**config.mk**
```make
export PLATFORM = sky130hd
export DESIGN_NAME = clk_div_prog_flat
export DESIGN_NICKNAME = d
export VERILOG_FILES = /design/src/rtl/clk_div_pkg.sv /design/src/rtl/clk_div_prog_if.sv /design/src/rtl/clk_div_cnt.sv /design/src/rtl/clk_div_prog.sv /design/src/flat_wrapper.sv
export SDC_FILE = /design/constraint.sdc
export NUM_CORES = 1
export LEC_CHECK = 0
export BUFFER_PORTS_ARGS = -buffer_cell sky130_fd_sc_hd__buf_2
export CAP_MARGIN = 10
export CORE_ASPECT_RATIO = 1.4
export CORE_MARGIN = 4
export CORE_UTILIZATION = 60
export DETAILED_ROUTE_END_ITERATION = 7
export GPL_TIMING_DRIVEN = 1
export PLACE_DENSITY = 0.87
export SYNTH_ARGS = -nofsm -noshare
export SYNTH_HDL_FRONTEND = slang
export SYNTH_SLANG_ARGS = --single-unit
```
**constraint.sdc**
```tcl
create_clock -name clk -period 7.2 [get_ports clk]
set_clock_uncertainty 0.15 [all_clocks]
set_input_delay 0 -clock clk [delete_from_list [all_inputs] [get_ports clk]]
set_output_delay 0 -clock clk [all_outputs]
set_load 0.02 [all_outputs]
```
**src/rtl/clk_div_pkg.sv**
```systemverilog
// Shared definitions for the programmable clock divider.
//   state_e     : IDLE / RUN control state
//   mode_e      : output shape (SQUARE = ~50% duty, PULSE = one-cycle strobe)
//   clamp_div() : maps divide ratios 0 and 1 to 2 (smallest legal period)
//   CLK_DIV_W / CLK_DIV_DEF : default ratio width and reset ratio
package clk_div_pkg;

    localparam int unsigned CLK_DIV_W   = 8;
    localparam int unsigned CLK_DIV_DEF = 4;

    typedef enum logic { IDLE = 1'b0, RUN = 1'b1 } state_e;
    typedef enum logic { SQUARE = 1'b0, PULSE = 1'b1 } mode_e;

    // Ratios below 2 cannot form a period with both a start and a boundary
    // cycle, so they are promoted to 2.
    function automatic logic [31:0] clamp_div(input logic [31:0] n);
        return (n < 32'd2) ? 32'd2 : n;
    endfunction

endpackage

```
**src/rtl/clk_div_prog_if.sv**
```systemverilog
// Control/status bundle for clk_div_prog.
//   en      : run enable (0 forces idle)
//   load    : one-cycle request to capture div_in
//   div_in  : requested divide ratio
//   mode    : 0 = square output, 1 = pulse output
//   clk_div : registered divided clock
//   tick    : registered strobe on the first cycle of each period
//   pend    : a loaded ratio is waiting for the next boundary
// master = the block driving controls, slave = the divider itself.
interface clk_div_prog_if #(
    parameter int unsigned DIV_W = 8
);
    logic             en;
    logic             load;
    logic [DIV_W-1:0] div_in;
    logic             mode;
    logic             clk_div;
    logic             tick;
    logic             pend;

    modport master (output en, load, div_in, mode, input clk_div, tick, pend);
    modport slave  (input en, load, div_in, mode, output clk_div, tick, pend);
endinterface

```
**src/rtl/clk_div_cnt.sv**
```systemverilog
// Modulo-N period counter.
//   clk, rst  : clock, synchronous active-high reset
//   run       : block is currently in RUN
//   en        : run enable for the next cycle
//   div       : active ratio N (always >= 2)
//   cnt_d     : counter value for the next cycle (lets the parent decode
//               registered outputs that line up with the counter)
//   boundary  : this cycle is the last of a period (RUN, cnt == N-1)
module clk_div_cnt #(
    parameter int unsigned DIV_W = 8
) (
    input  logic             clk,
    input  logic             rst,
    input  logic             run,
    input  logic             en,
    input  logic [DIV_W-1:0] div,
    output logic [DIV_W-1:0] cnt_d,
    output logic             boundary
);
    logic [DIV_W-1:0] cnt_q;
    logic             wrap;

    always_comb begin
        // >= rather than == keeps the counter bounded even if it ever sat
        // above N-1; in normal operation both are equivalent.
        wrap     = (cnt_q >= div - {{(DIV_W-1){1'b0}}, 1'b1});
        boundary = run && wrap;
        // Leaving RUN, sitting in IDLE, entering RUN and wrapping all land
        // on 0; only a mid-period RUN cycle that stays enabled advances.
        cnt_d    = (run && en && !wrap) ? cnt_q + {{(DIV_W-1){1'b0}}, 1'b1}
                                        : '0;
    end

    always_ff @(posedge clk) begin
        if (rst) cnt_q <= '0;
        else     cnt_q <= cnt_d;
    end
endmodule

```
**src/rtl/clk_div_prog.sv**
```systemverilog
// Programmable clock divider with glitch-free ratio and mode updates.
//   clk, rst : clock, synchronous active-high reset
//   bus      : clk_div_prog_if slave (en/load/div_in/mode in,
//              clk_div/tick/pend out)
// New ratios and mode changes are held until a period boundary (or IDLE) so
// the output never shows a truncated or stretched partial period.
module clk_div_prog
    import clk_div_pkg::*;
#(
    parameter int unsigned DIV_W   = CLK_DIV_W,
    parameter int unsigned DEF_DIV = CLK_DIV_DEF
) (
    input  logic           clk,
    input  logic           rst,
    clk_div_prog_if.slave  bus
);
    localparam logic [DIV_W-1:0] RST_DIV = DIV_W'(clamp_div(32'(DEF_DIV)));

    state_e           state_q, state_d;
    mode_e            mode_q, mode_d;
    logic [DIV_W-1:0] cur_div_q, cur_div_d;
    logic [DIV_W-1:0] pend_div_q, pend_div_d;
    logic             pend_q, pend_d;
    logic             clk_div_q, clk_div_d;
    logic             tick_q, tick_d;

    logic [DIV_W-1:0] cnt_d;
    logic             boundary;
    logic [DIV_W-1:0] half_n;
    logic             apply;

    clk_div_cnt #(.DIV_W(DIV_W)) u_cnt (
        .clk      (clk),
        .rst      (rst),
        .run      (state_q == RUN),
        .en       (bus.en),
        .div      (cur_div_q),
        .cnt_d    (cnt_d),
        .boundary (boundary)
    );

    always_comb begin
        state_d    = bus.en ? RUN : IDLE;
        cur_div_d  = cur_div_q;
        pend_div_d = pend_div_q;
        pend_d     = pend_q;
        mode_d     = mode_q;

        // Ratio and mode are only swapped where a new period starts.
        apply = boundary || (state_q == IDLE);
        if (apply) begin
            mode_d = mode_e'(bus.mode);
            if (pend_q) begin
                cur_div_d = pend_div_q;
                pend_d    = 1'b0;
            end
        end

        // A load on a boundary lands in pend_div after the old pending value
        // has already been consumed, so it waits for the following boundary.
        if (bus.load) begin
            pend_div_d = DIV_W'(clamp_div(32'(bus.div_in)));
            pend_d     = 1'b1;
        end

        // Decode against next-cycle counter/ratio/mode so the registered
        // outputs are aligned with the counter.
        half_n    = (cur_div_d >> 1) + {{(DIV_W-1){1'b0}}, cur_div_d[0]};
        tick_d    = (state_d == RUN) && (cnt_d == '0);
        clk_div_d = (state_d == RUN) &&
                    ((mode_d == PULSE) ? tick_d : (cnt_d < half_n));
    end

    always_ff @(posedge clk) begin
        if (rst) begin
            state_q    <= IDLE;
            mode_q     <= SQUARE;
            cur_div_q  <= RST_DIV;
            pend_div_q <= RST_DIV;
            pend_q     <= 1'b0;
            clk_div_q  <= 1'b0;
            tick_q     <= 1'b0;
        end else begin
            state_q    <= state_d;
            mode_q     <= mode_d;
            cur_div_q  <= cur_div_d;
            pend_div_q <= pend_div_d;
            pend_q     <= pend_d;
            clk_div_q  <= clk_div_d;
            tick_q     <= tick_d;
        end
    end

    assign bus.clk_div = clk_div_q;
    assign bus.tick    = tick_q;
    assign bus.pend    = pend_q;
endmodule

```
**src/flat_wrapper.sv**
```systemverilog
// flat-port wrapper written by rule: the top's interface ports become plain ports
module clk_div_prog_flat import clk_div_pkg::*;
#(
    parameter int unsigned DIV_W   = CLK_DIV_W,
    parameter int unsigned DEF_DIV = CLK_DIV_DEF
)
  (clk, rst, bus_en, bus_load, bus_div_in, bus_mode, bus_clk_div, bus_tick, bus_pend);
  clk_div_prog_if #(.DIV_W(DIV_W)) bus_i ();
  input  logic clk;
  input  logic rst;
  input wire logic [$bits(bus_i.en)-1:0] bus_en;
  input wire logic [$bits(bus_i.load)-1:0] bus_load;
  input wire logic [$bits(bus_i.div_in)-1:0] bus_div_in;
  input wire logic [$bits(bus_i.mode)-1:0] bus_mode;
  output wire logic [$bits(bus_i.clk_div)-1:0] bus_clk_div;
  output wire logic [$bits(bus_i.tick)-1:0] bus_tick;
  output wire logic [$bits(bus_i.pend)-1:0] bus_pend;
  assign bus_i.en = bus_en;
  assign bus_i.load = bus_load;
  assign bus_i.div_in = bus_div_in;
  assign bus_i.mode = bus_mode;
  assign bus_clk_div = bus_i.clk_div;
  assign bus_tick = bus_i.tick;
  assign bus_pend = bus_i.pend;
  clk_div_prog #(.DIV_W(DIV_W), .DEF_DIV(DEF_DIV)) u_core (.clk(clk), .rst(rst), .bus(bus_i));
endmodule
```
Word-level counts from Yosys, hierarchy flattened:

Index checks and enable logic that the tools add are counted.

* muxes and demuxes: 9
* $add $sub $neg: 3
* shift-type cells: 0
* div/mod/pow operators: 0
* order comparisons: 3
* reductions and logical operators: 9
* equality and inequality tests: 0
* $mul: 0
* bitwise logic cells: 1

Operators by type and width (number)
* $mux 8: 4
* $add 7x1->8: 1
* $add 8x1->8 const B: 1
* $ge 8x8->1: 1
* $logic_not 8->1: 1
* $lt 8x2->1 const B: 1
* $lt 8x8->1: 1
* $sub 8x1->8 const B: 1
* $logic_and 1x1->1: 5
* $mux 1: 5
* $reduce_bool 2->1: 1
* $logic_not 1->1: 1
* $logic_or 1x1->1: 1
* $not 1->1: 1

* memories: 0
* output and inout bits: 3
* bits in read-only memories: 0
* latch bits: 0
* register bits: 29
* RAM bits: 0
* logic and storage cells: 33
* bits of input ports: 13

Depth between registers and ports, before layout:

Gate-level depths: netlist of the first run.

* word-level depth: 9
* depth in mapped cells: 23
* gate-level depth less buffers: 22

By module:

From an unflattened synthesis of the first run, not the netlist that was laid out.

* cells, all modules: 206
* area, all modules: 1819.2 sq um

By module, submodules not included
* clk_div_prog: sequential area each 420.4 sq um, area an instance 1143.6 sq um, cells each 126, instances 1
* clk_div_cnt: sequential area each 160.2 sq um, area an instance 675.6 sq um, cells each 80, instances 1

Worst setup path after synthesis of the first run:

Ideal clock, no wire load.

* path type: register to register
* from: register u_core.cur_div_q[5]
* to: register u_core.clk_div_q, in the netlist u_core.bus.clk_div
* library setup time: 0.092 ns
* arrival: 4.380 ns
* buffers on the path: 2
* setup slack: 2.578 ns
* cell stages (with the launch flop): 24
* data required time: 6.958 ns
* clock period less this slack: 4.622 ns
* cells stage by stage: dfxtp_1 -> clkbuf_1 -> nor4_1 -> nand2_1 -> xor2_1 -> ha_1 -> and3_1 -> a221oi_2 -> a21bo_1 -> buf_6 -> mux2_4 -> ha_1 -> ha_1 -> and3_1 -> nand3_1 -> xor2_1 -> nand2_1 -> o21ai_0 -> ha_1 -> a21o_1 -> nand2_1 -> nand4b_1 -> a211o_1 -> o32ai_1

* cells in the longest elaborated chain, start to end: 9
* elaborated cells on any way between the ends: 16
* classes of those cells: add/sub: 2; order compare: 2; mux: 5; reduce/logical: 7

Ends and longest elaborated chain
* start: declaration: line clk_div_prog.sv:21 `logic [DIV_W-1:0] cur_div_q, cur_div_d;`
* start signal: assignment: line clk_div_prog.sv:86 `cur_div_q <= cur_div_d;`
* $sub 8x1->8: line clk_div_cnt.sv:26 `wrap = (cnt_q >= div - {{(DIV_W-1){1'b0}}, 1'b1});`
* $ge 8x8->1: line clk_div_cnt.sv:26
* $logic_and 1x1->1: line clk_div_cnt.sv:27 `boundary = run && wrap;`
* $logic_or 1x1->1: line clk_div_prog.sv:50 `apply = boundary || (state_q == IDLE);`
* $mux 8: line clk_div_prog.sv:51 `if (apply) begin`
* net u_core.cur_div_d[1]: line clk_div_prog.sv:21
* $add 7x1->8: line clk_div_prog.sv:68 `half_n = (cur_div_d >> 1) + {{(DIV_W-1){1'b0}}, cur_div_d[0]};`
* $lt 8x8->1: line clk_div_prog.sv:71 `((mode_d == PULSE) ? tick_d : (cnt_d < half_n));`
* $mux 1: line clk_div_prog.sv:71
* $logic_and 1x1->1: line clk_div_prog.sv:70 `clk_div_d = (state_d == RUN) &&`
* end signal: assignment: line clk_div_prog.sv:89 `clk_div_q <= clk_div_d;`
* end: declaration: line clk_div_prog.sv:24 `logic clk_div_q, clk_div_d;`

The timed path passes the listed nets, and every way through them passes these cells.
A chain may end at the register's enable or synchronous reset.

Worst setup path after layout of the first run:

* from: register u_core.cur_div_q[4]
* to: register u_core.clk_div_q, in the netlist u_core.bus.clk_div

Same word-level chain as after synthesis.

==> results of run 1 <==
-- state kept, by name (all words and copies together), names as in the netlist --
register,flops
u_core.state_q,1
u_core.pend_div_q,8
u_core.mode_q,1
u_core.bus.clk_div,1
u_core.bus.pend,1
u_core.bus.tick,1
u_core.u_cnt.cnt_q,8
u_core.cur_div_q,8
-- layer usage --
| metal | vias to the layer above | share of wire [%] | GRT usage, % |
|---|---|---|---|
| met5 | - | 0 | 0 |
| met4 | 0 | 3.6 | 14.0 |
| met3 | 16 | 4.5 | 5.59 |
| met2 | 59 | 55 | 46.3 |
| met1 | 780 | 37 | 23.0 |
| li1 | 840 | - | - |
-- critical path: stages (launching register included) --
cell      delay [ns]
dfxtp_1         0.38
nor4_1          0.42
nand2_1         0.14
xor2_1          0.17
ha_1            0.31
and3_1          0.23
a221oi_2        0.41
a21bo_1         0.59
mux2i_1         0.32
ha_1            0.25
ha_1            0.26
and3_1          0.23
nand3_1         0.10
xor2_1          0.16
nand2_1         0.06
o21ai_0         0.10
ha_1            0.34
a21o_1          0.18
nand2_1         0.07
nand4b_1        0.09
a211o_1         0.24
o32ai_1         0.09
-- what timing repair did --
action,4_1_cts,5_1_grt
hold buffers,15,0
hold endpoints to repair,11,0
gates resized for setup,0,0
setup buffers,0,0
-- kinds of logic (layout without fill, tap and decap cells) --
kind of cell / Yosys count / in the layout / share of synthesized area [%]
buffers and inverters: 20 / 46 / 5.29
flip-flops: 29 / 29 / 29.9
XOR/XNOR: 24 / 24 / 10.8
AO/OA/AOI/OAI: 29 / 29 / 11.5
AND/OR/NAND/NOR: 90 / 90 / 23.0
adder cells (fa/ha/maj): 19 / 19 / 12.3
multiplexers: 13 / 13 / 7.22
-- power by group through the flow --
stage / clock network, uW / registers [uW] / logic [uW]
after floorplan: 0 / 175 / 33.3
after CTS: 176 / 172 / 50.6
final: 174 / 173 / 52.3
after detailed placement: 0 / 176 / 42.9
after global routing: 181 / 173 / 57.6
after global placement: 0 / 176 / 41.6
-- synthesized netlist by cell type, types with 2 or more instances --
master    number  share of area, %
a21oi_1        6               1.5
xnor2_1       13               5.9
nand4_1        4               1.3
dfxtp_1       29                30
a31oi_1        3              0.97
and3_1         5               1.6
nor2_1        29               5.6
clkbuf_1       7               1.4
buf_6          2               1.2
a21o_1         2              0.77
nand2_1       12               2.3
nor4_1         2              0.64
a211o_1        2              0.90
nor3_1        11               2.8
mux2_4         2               1.5
inv_1          8               1.5
o21ai_0        5               1.3
nand2b_1       2              0.64
nand3_1       10               2.6
ha_1          19                12
or3_1          2              0.64
mux2i_1       11               5.7
nor2b_1        5               1.6
xor2_1        11               5.0
a211oi_1       2              0.77
-- area by class of cell --
cell class              count  share of cell area [%]
multi-input cells         175                    55.7
well taps                  39                    2.16
clock buffers               7                    3.82
repair buffers             30                    9.97
flip-flops and latches     29                    25.7
inverters                   8                    1.33
clock inverters             1                    1.33
-- metrics by stage --
stage / hold WS [ns] / total power (uW) / std cells / util, %
global route: 0.0482 / 412 / 289 / 72.3
finish: 0.0318 / 399 / 289 / 72.3
global placement: 0.0722 / 217 / 266 / 63.8
detailed placement: 0.0787 / 219 / 266 / 63.8
CTS: 0.0162 / 399 / 289 / 72.3
floorplan: -0.0718 / 208 / 224 / -
-- worst paths after layout --
kind                                    startpoint                          endpoint  slack [ns]
setup / recovery    u_core.cur_div_q[4]$_SDFF_PP0_     u_core.bus.clk_div$_SDFF_PP0_        1.80
hold / removal                                 rst          u_core.mode_q$_SDFF_PP0_        0.03
setup reg to reg    u_core.cur_div_q[4]$_SDFF_PP0_     u_core.bus.clk_div$_SDFF_PP0_        1.80
hold reg to reg   u_core.u_cnt.cnt_q[0]$_SDFF_PP0_  u_core.u_cnt.cnt_q[0]$_SDFF_PP0_        0.37
==> out/qor.yml, run 1 <==
coreArea_um2: 3120
p_seq_share_pct: 43.3
netlist-cell-type-count: 45
power_frac_clock_pct: 43.6
final_cell_area_um2: 2260
track_usage_pct: 23.8
cts_tree: "done"
relSlewSlack_pct: 56.4
overflow: 0
detail_route.vias_per_cell: 5.87
fp-row-count: 24
grt_pass1_wl_um: 7710
p_per_area_nw_per_um2: 177
start_util_pct: 62.1
first_global_vias: 1668
dp_slack_ns: 1.97
grt_setup_unrepaired: "no"
synthesis.area_um2: 1940
grt_start_max_net_pins: 30
multi_input_area_um2: 1260
p_leak_uw: 0.000989
status: "completed"
ys_seq_area_share_pct: 29.9
hp-class: "in2reg"
syn_nets: 256
dpl_cell_area_um2: 1990
dr_total_vias: 1695
yosys_warnings: 0
wl_per_cell_um: 16.0
drc: 0
syn_avg_cell_area_um2: 8.66
regArea_um2: 581
drtIter0Drc: 61
dieArea_um2: 4220
arrival_ns: 5.45
ant_nets: 0
numCtsBuffers: 5
maxSlewViolCount: 0
fin_crit_ns: 5.40
switchingPower_uw: 95.0
fp.dieH_um: 75.3
drive_above_1_share_pct: 11.6
first_pass_iters: 4
clkTransAtPathRegs_ns: 0.06
syn_inst: 224
layout_setup_ws_ns: 1.80
end_kind: "flop"
nets: 281
setup_viol: 0
peakVddDrop_mv: 0.183
path_max_fanout: 18
p_int_uw: 304
synthFlopType: "dfxtp_1"
switching_share_pct: 23.8
die_w_um: 56.1
ys_ff_latch: 29
fillers: 212
drt_wl_total_um: 4630
n_antenna_cell: 0
worstSetupPathType: "reg2reg"
place_congestion: 0.912
synth-async-reset-ratio_pct: 0
clkLatencyLatePin_ns: 0.28
tightest_slew_ns: 0.653
final_cell_mix: "nor2_1 (29), dfxtp_1 (29), ha_1 (19), dlygate4sd3_1 (15), buf_2 (15)"
cap_viol_max_count: 0
required_ns: 7.24
synthToLayoutAreaGrowth_pct: 16.4
fin_setup_tns_ns: 0
timing.fmax_mhz: 185
port_buffers: 15
cts_root_buf: "clkbuf_8"
hold_depth: 2
htree_levels: 2
dpl.hpwl_um: 3080
p_comb_share_pct: 13.1
cp-start-kind: "flop"
hold_violations: 0
clockBufferDepth: 2
period_share_pct: 75.1
cts.sinks: 29
reg2reg_depth: 21
synth_edf_count: 0
pin_count: 16
grt_antenna_before_repair: 0
(Power assumes the default switching activity.)
==> run 2: changes to the inputs <==
- ABC_AREA: not set -> 1
- CORE_UTILIZATION: 60 -> 53
- PLACE_DENSITY: 0.87 -> 0.82
- clock period: 7.2 -> 4.7 ns (I/O delays scaled with it)
==> out/qor.yml, run 2 <==
status: "completed"  # unchanged
grt_pass1_wl_um: 7710  # about the same
drtIter0Drc: 45  # was 61
grt_start_max_net_pins: 21  # was 30
place_congestion: 0.822  # was 0.912
tightest_slew_ns: 0.477  # was 0.653 ns
period_share_pct: 83.5  # was 75.1%
dpl.hpwl_um: 2930  # was 3080 um
timing.fmax_mhz: 255  # was 185 MHz
p_leak_uw: 0.00112  # was 0.000989 uW
p_per_area_nw_per_um2: 289  # was 177 nW/um^2
final_cell_mix: "nand2_1 (48), inv_1 (41), nor2_1 (39), dfxtp_1 (29), dlygate4sd3_1 (20)"  # was nor2_1 (29), dfxtp_1 (29), ha_1 (19), dlygate4sd3_1 (15), buf_2 (15)
synthFlopType: "dfxtp_1"  # unchanged
coreArea_um2: 3210  # was 3120 um^2
numCtsBuffers: 5  # unchanged
path_max_fanout: 16  # was 18
yosysTopAreaCellShare_pct: 31.9  # was 29.9%
fin_setup_tns_ns: 0  # unchanged
synthToLayoutAreaGrowth_pct: 22.4  # was 16.4%
cp_num_cells: 25  # was 21
die_w_um: 57.5  # was 56.1 um
yosys_warnings: 0  # unchanged
syn_inst: 254  # was 224
synth_edf_count: 0  # unchanged
slowest_stage: "dfxtp_1"  # was a21bo_1
cts.sinks: 29  # unchanged
end_kind: "flop"  # unchanged
reg2reg_depth: 25  # was 21
wl_per_cell_um: 12.9  # was 16.0 um
maxSlewViolCount: 0  # unchanged
arrival_ns: 3.96  # was 5.45 ns
critPathMaxStageDelay_ns: 0.30  # was 0.59 ns
crit_family: "adder cells"  # was compound AO/OA/AOI/OAI gates
cts_resized: 0  # unchanged
fp.dieH_um: 77.3  # was 75.3 um
syn_avg_cell_area_um2: 7.16  # was 8.66 um^2
yosysMostFrequentCell: "nand2_1"
dr_total_vias: 1686  # was 1695
hold_violations: 0  # unchanged
top_regs: "u_core.cur_div_q: 8 flops, u_core.pend_div_q: 8 flops, u_core.u_cnt.cnt_q: 8 flops"  # unchanged
worstSetupPathType: "reg2reg"  # unchanged
final_common_cell: "nand2_1"
overflow: 0  # unchanged
grt_setup_unrepaired: "no"  # unchanged
cap_viol_max_count: 0  # unchanged
ys_seq_area_share_pct: 31.9  # was 29.9%
cp_num_buf_inv: 3  # was 0
required_ns: 4.73  # was 7.24 ns
ant_nets: 0  # unchanged
synthesis.area_um2: 1820  # was 1940 um^2
drive_above_1_share_pct: 12.3  # was 11.6%
clockBufferDepth: 2  # unchanged
final_cell_area_um2: 2230  # was 2260 um^2
relSlewSlack_pct: 68.1  # was 56.4%
dpl_cell_area_um2: 1910  # was 1990 um^2
layout_setup_ws_ns: 0.777  # was 1.80 ns
fp-row-count: 24  # unchanged
start_util_pct: 56.6  # was 62.1%
netlist-cell-type-count: 29  # was 45
synth.area.top_cells: "dfxtp_1 (32%), ha_1 (13%), nand2_1 (9.9%)"  # was dfxtp_1 (30%), ha_1 (12%), xnor2_1 (5.9%)
hold_depth: 2  # unchanged
ys_ff_latch: 29  # unchanged
fin_cells: 331  # was 289
clkTransAtPathRegs_ns: 0.06  # about the same
grt_antenna_before_repair: 0  # unchanged
cts_tree: "done"  # unchanged
setup_viol: 0  # unchanged
cp-start-kind: "flop"  # unchanged
hp-class: "reg2reg"  # was in2reg
nets: 323  # was 281
synth-async-reset-ratio_pct: 0  # unchanged
detail_route.vias_per_cell: 5.09  # was 5.87
pin_count: 16  # unchanged
first_global_vias: 1723  # was 1668
place_inst: 303  # was 266
n_antenna_cell: 0  # unchanged
yosys.area.top_type: "dfxtp_1"  # unchanged
clkLatencyLatePin_ns: 0.28  # about the same
track_usage_pct: 22.2  # was 23.8%
first_pass_iters: 4  # unchanged
htree_levels: 2  # unchanged
dieArea_um2: 4450  # was 4220 um^2
dp_slack_ns: 0.806  # was 1.97 ns
cts_root_buf: "clkbuf_8"  # unchanged
drt_wl_total_um: 4280  # was 4630 um
drc: 0  # unchanged
syn_nets: 286  # was 256
peakVddDrop_mv: 0.247  # was 0.183 mV
fin_crit_ns: 3.92  # was 5.40 ns
synth_common_cells: "nand2_1 (48), inv_1 (41), nor2_1 (39)"  # was dfxtp_1 (29), nor2_1 (29), ha_1 (19)
port_buffers: 15  # unchanged
run 2: cell count changes after synthesis, sizes merged, moves of 6 or more:
cell   previous run  this run
xnor2            13         3
mux2i            11         0
a21oi             6        12
nand2            13        51
o21ai             5        14
inv               8        41
nor2             29        41
run 2: area by class of cell:
class                           instances  area (um^2)
Fill cell                             251          987
Inverter                               42          158
Timing Repair Buffer                   35          275
Sequential cell                        29          581
Tap cell                               39         48.8
Clock buffer                            7         86.3
Multi-Input combinational cell        178         1050
Clock inverter                          1         30.0
run 2: through the flow:
| stage | power [uW] | util [%] | hold slack (ns) |
|---|---|---|---|
| global route | 675 | 69.3 | 0.378 |
| CTS | 644 | 69.3 | 0.356 |
| floorplan | 340 | - | -0.0317 |
| detailed placement | 362 | 59.4 | 0.0948 |
| finish | 643 | 69.3 | 0.357 |
| global placement | 359 | 59.4 | 0.0879 |
run 2: layer usage:
layer | GRT usage [%] | part of all wire, %
met2 | 38.9 | 53
met3 | 5.04 | 4.6
met5 | 0 | 0
met1 | 24.5 | 39
met4 | 10.9 | 3.2
run 2: kinds of logic after synthesis:
| logic type | synth area share (%) |
|---|---|
| adder cells (fa/ha/maj) | 13.1 |
| flip-flops | 31.9 |
| AO/OA/AOI/OAI | 10.4 |
| buffers and inverters | 10.5 |
| AND/OR/NAND/NOR | 27.4 |
| XOR/XNOR | 6.74 |
run 2: report_power, final:
part / switching [uW] / internal (uW)
logic: 63.0 / 46.1
registers: 6.71 / 258
clock network: 96.7 / 173
run 2: worst min-delay path: cells and delay by family, from the launching register on:
| family | cells | cell delay [ns] |
|---|---|---|
| AO/OA/AOI/OAI | 1 | 0.07 |
| AND/OR/NAND/NOR | 1 | 0.06 |
| flip-flops | 1 | 0.32 |
run 2: worst paths after layout:
path	slack [ns]	endpoint	startpoint
hold / removal	0.36	u_core.pend_div_q[2]$_SDFFE_PP1P_	u_core.pend_div_q[2]$_SDFFE_PP1P_
hold reg to reg	0.36	u_core.pend_div_q[2]$_SDFFE_PP1P_	u_core.pend_div_q[2]$_SDFFE_PP1P_
setup / recovery	0.78	u_core.bus.clk_div$_SDFF_PP0_	u_core.cur_div_q[0]$_SDFF_PP0_
setup reg to reg	0.78	u_core.bus.clk_div$_SDFF_PP0_	u_core.cur_div_q[0]$_SDFF_PP0_
run 2: what timing repair did:
item / in CTS / in global routing
endpoints found under the setup margin: 0 / 0
setup buffers: 0 / 0
hold buffers: 20 / 0
endpoints found under the hold margin: 22 / 0
==> run 3: changes to the inputs <==
- ABC_AREA: 1 -> 0
- CORE_UTILIZATION: 53 -> 54
- PLACE_DENSITY: 0.82 -> 0.83
- clock period: 4.7 -> 3.4 ns (I/O delays scaled with it)
==> out/qor.yml, run 3 (synthesized netlist as in run 1, its figures left out) <==
cp-start-kind: "flop"  # unchanged
relSlewSlack_pct: 56.4  # was 68.1%
final_common_cell: "buf_4"  # was nand2_1
overflow: 0  # unchanged
arrival_ns: 4.31  # was 3.96 ns
dieArea_um2: 4630  # was 4450 um^2
reg2reg_depth: 21  # was 25
worstSetupPathType: "reg2reg"  # unchanged
top_regs: "u_core.cur_div_q: 8 flops, u_core.pend_div_q: 8 flops, u_core.u_cnt.cnt_q: 8 flops"  # unchanged
cp_num_buf_inv: 0  # was 3
wl_per_cell_um: 16.2  # was 12.9 um
cp-startpoint: "u_core.cur_div_q[3]$_SDFF_PP0_"  # was u_core.cur_div_q[0]$_SDFF_PP0_
place_inst: 302  # was 303
path_max_fanout: 4  # was 16
nets: 316  # was 323
grt_antenna_before_repair: 0  # unchanged
clockBufferDepth: 2  # unchanged
slowest_stage: "dfxtp_1"  # unchanged
cp_num_cells: 21  # was 25
p_comb_share_pct: 17.6  # was 17.0%
drtIter0Drc: 92  # was 45
cts.sinks: 29  # unchanged
required_ns: 3.44  # was 4.73 ns
grt_pass1_wl_um: 9090  # was 7710 um
clkLatencyLatePin_ns: 0.28  # about the same
hold_violations: 0  # unchanged
maxSlewViolCount: 0  # unchanged
critPathMaxStageDelay_ns: 0.35  # was 0.30 ns
coreArea_um2: 3410  # was 3210 um^2
place_congestion: 0.967  # was 0.822
drt_wl_total_um: 5250  # was 4280 um
clkTransAtPathRegs_ns: 0.06  # about the same
peakVddDrop_mv: 0.370  # was 0.247 mV
fp.dieH_um: 78.9  # was 77.3 um
status: "finished, violations left"  # was completed
synthToLayoutAreaGrowth_pct: 34.0  # was 22.4%
power_frac_clock_pct: 36.1  # was 41.9%
p_int_uw: 582  # was 476 uW
total_power_uw: 785  # was 643 uW
p_seq_share_pct: 46.3  # was 41.1%
drc: 0  # unchanged
p_leak_uw: 0.00116  # was 0.00112 uW
fin_cells: 324  # was 331
p_per_area_nw_per_um2: 302  # was 289 nW/um^2
period_share_pct: 126  # was 83.5%
r2r_slack_ns: -0.87  # was 0.78 ns
end_kind: "flop"  # unchanged
r2r-start: "u_core.cur_div_q[3]$_SDFF_PP0_"  # was u_core.cur_div_q[0]$_SDFF_PP0_
cts_tree: "done"  # unchanged
cap_viol_max_count: 0  # unchanged
layout_setup_ws_ns: -0.869  # was 0.777 ns
final_cell_mix: "buf_4 (37), nor2_1 (29), dfxtp_1 (26), ha_1 (17), buf_2 (15)"  # was nand2_1 (48), inv_1 (41), nor2_1 (39), dfxtp_1 (29), dlygate4sd3_1 (20)
cts_root_buf: "clkbuf_8"  # unchanged
setup_viol: 1  # was 0
switchingPower_uw: 203  # was 166 uW
track_usage_pct: 26.3  # was 22.2%
numCtsBuffers: 5  # unchanged
grt_setup_unrepaired: "yes"  # was no
htree_levels: 2  # unchanged
port_buffers: 15  # unchanged
tightest_slew_ns: 0.645  # was 0.477 ns
drive_above_1_share_pct: 28.2  # was 12.3%
n_antenna_cell: 0  # unchanged
timing.fmax_mhz: 234  # was 255 MHz
fin_crit_ns: 4.27  # was 3.92 ns
die_w_um: 58.7  # was 57.5 um
crit_chain: "nor2_1 -> nor4b_2 -> xnor2_1 -> ha_1 -> and3_4 -> a221oi_4 -> a21bo_4 -> mux2i_4 -> ha_4 -> ha_4 -> and3_4 -> nand3_2 -> xor2_1 -> nand2_1 -> o21ai_2 -> ha_1 -> a21o_1 -> nand2_1 -> nand4b_1 -> a211o_1 -> o32ai_2"
ant_nets: 0  # unchanged
switching_share_pct: 25.8  # was 25.9%
violations: "setup timing"
hp-class: "in2reg"  # was reg2reg
dp_slack_ns: -0.958  # was 0.806 ns
fp-row-count: 25  # was 24
r2r_end: "u_core.bus.clk_div$_SDFF_PP0_"  # unchanged
pin_count: 16  # unchanged
crit_family: "simple AND/OR/NAND/NOR gates"  # was adder cells
grt_start_max_net_pins: 30  # was 21
first_global_vias: 2057  # was 1723
dr_total_vias: 1855  # was 1686
cp-endpoint: "u_core.bus.clk_div$_SDFF_PP0_"  # unchanged
start_util_pct: 56.9  # was 56.6%
detail_route.vias_per_cell: 5.73  # was 5.09
first_pass_iters: 4  # unchanged
dpl.hpwl_um: 3750  # was 2930 um
[run 3: layer usage]
| metal | GRT usage (%) | up-vias | wire length (um) |
|---|---|---|---|
| met2 | 48.1 | 58 | 2830 |
| met5 | 0 | - | 0 |
| met4 | 20.2 | 0 | 375 |
| li1 | - | 910 | - |
| met1 | 24.8 | 853 | 1880 |
| met3 | 4.88 | 34 | 169 |
[run 3: worst min-delay path by stage]
stage	end	slack, ns	from	cells after the start
floorplan	u_core.state_q$_SDFF_PP0_	-0.07	rst	1
global placement	u_core.pend_div_q[2]$_SDFFE_PP1P_	0.08	bus_div_in[2]	2
detailed placement	u_core.pend_div_q[2]$_SDFFE_PP1P_	0.08	bus_div_in[2]	2
CTS	u_core.pend_div_q[7]$_SDFFE_PP0P_	0.002	bus_load	3
global route	u_core.pend_div_q[4]$_SDFFE_PP0P_	0.04	bus_load	3
finish	u_core.pend_div_q[3]$_SDFFE_PP0P_	0.02	rst	2
[run 3: what timing repair did]
action / 4_1_cts / 5_1_grt
cloned: 0 / 0
setup endpoints to repair: 1 / 1
gates resized for setup: 10 / 1
pin swaps: 13 / 8
setup buffers: 3 / 0
hold buffers: 12 / 0
hold endpoints to repair: 11 / 0
[run 3: final cells by class]
cell class	count	area (um^2)
clock buffers	7	86.3
fillers	227	810
inverters	8	30.0
multi-input cells	175	1360
flip-flops and latches	29	589
well taps	40	50.0
repair buffers	65	484
[run 3: power groups by stage]
| stage | logic, uW | registers, uW | clock network, uW |
|---|---|---|---|
| 2_1_floorplan | 78.8 | 371 | 0 |
| 3_3_place_gp | 114 | 370 | 0 |
| 3_5_place_dp | 118 | 371 | 0 |
| 4_1_cts | 135 | 363 | 287 |
| 5_1_grt | 153 | 364 | 304 |
| 6_report | 139 | 363 | 283 |
[run 3: stage by stage]
step                      cell area (um^2)  TNS (ns)  hold slack, ns  utilization (%)
final                                 2600    -0.869          0.0229             76.3
after global routing                  2600     -1.11          0.0431             76.3
after CTS                             2600    -0.856         0.00175             76.1
after detailed placement              2330    -0.958          0.0841             68.5
after global placement                2330    -0.871          0.0779             68.5
after floorplan                       2030    -0.886         -0.0718                -
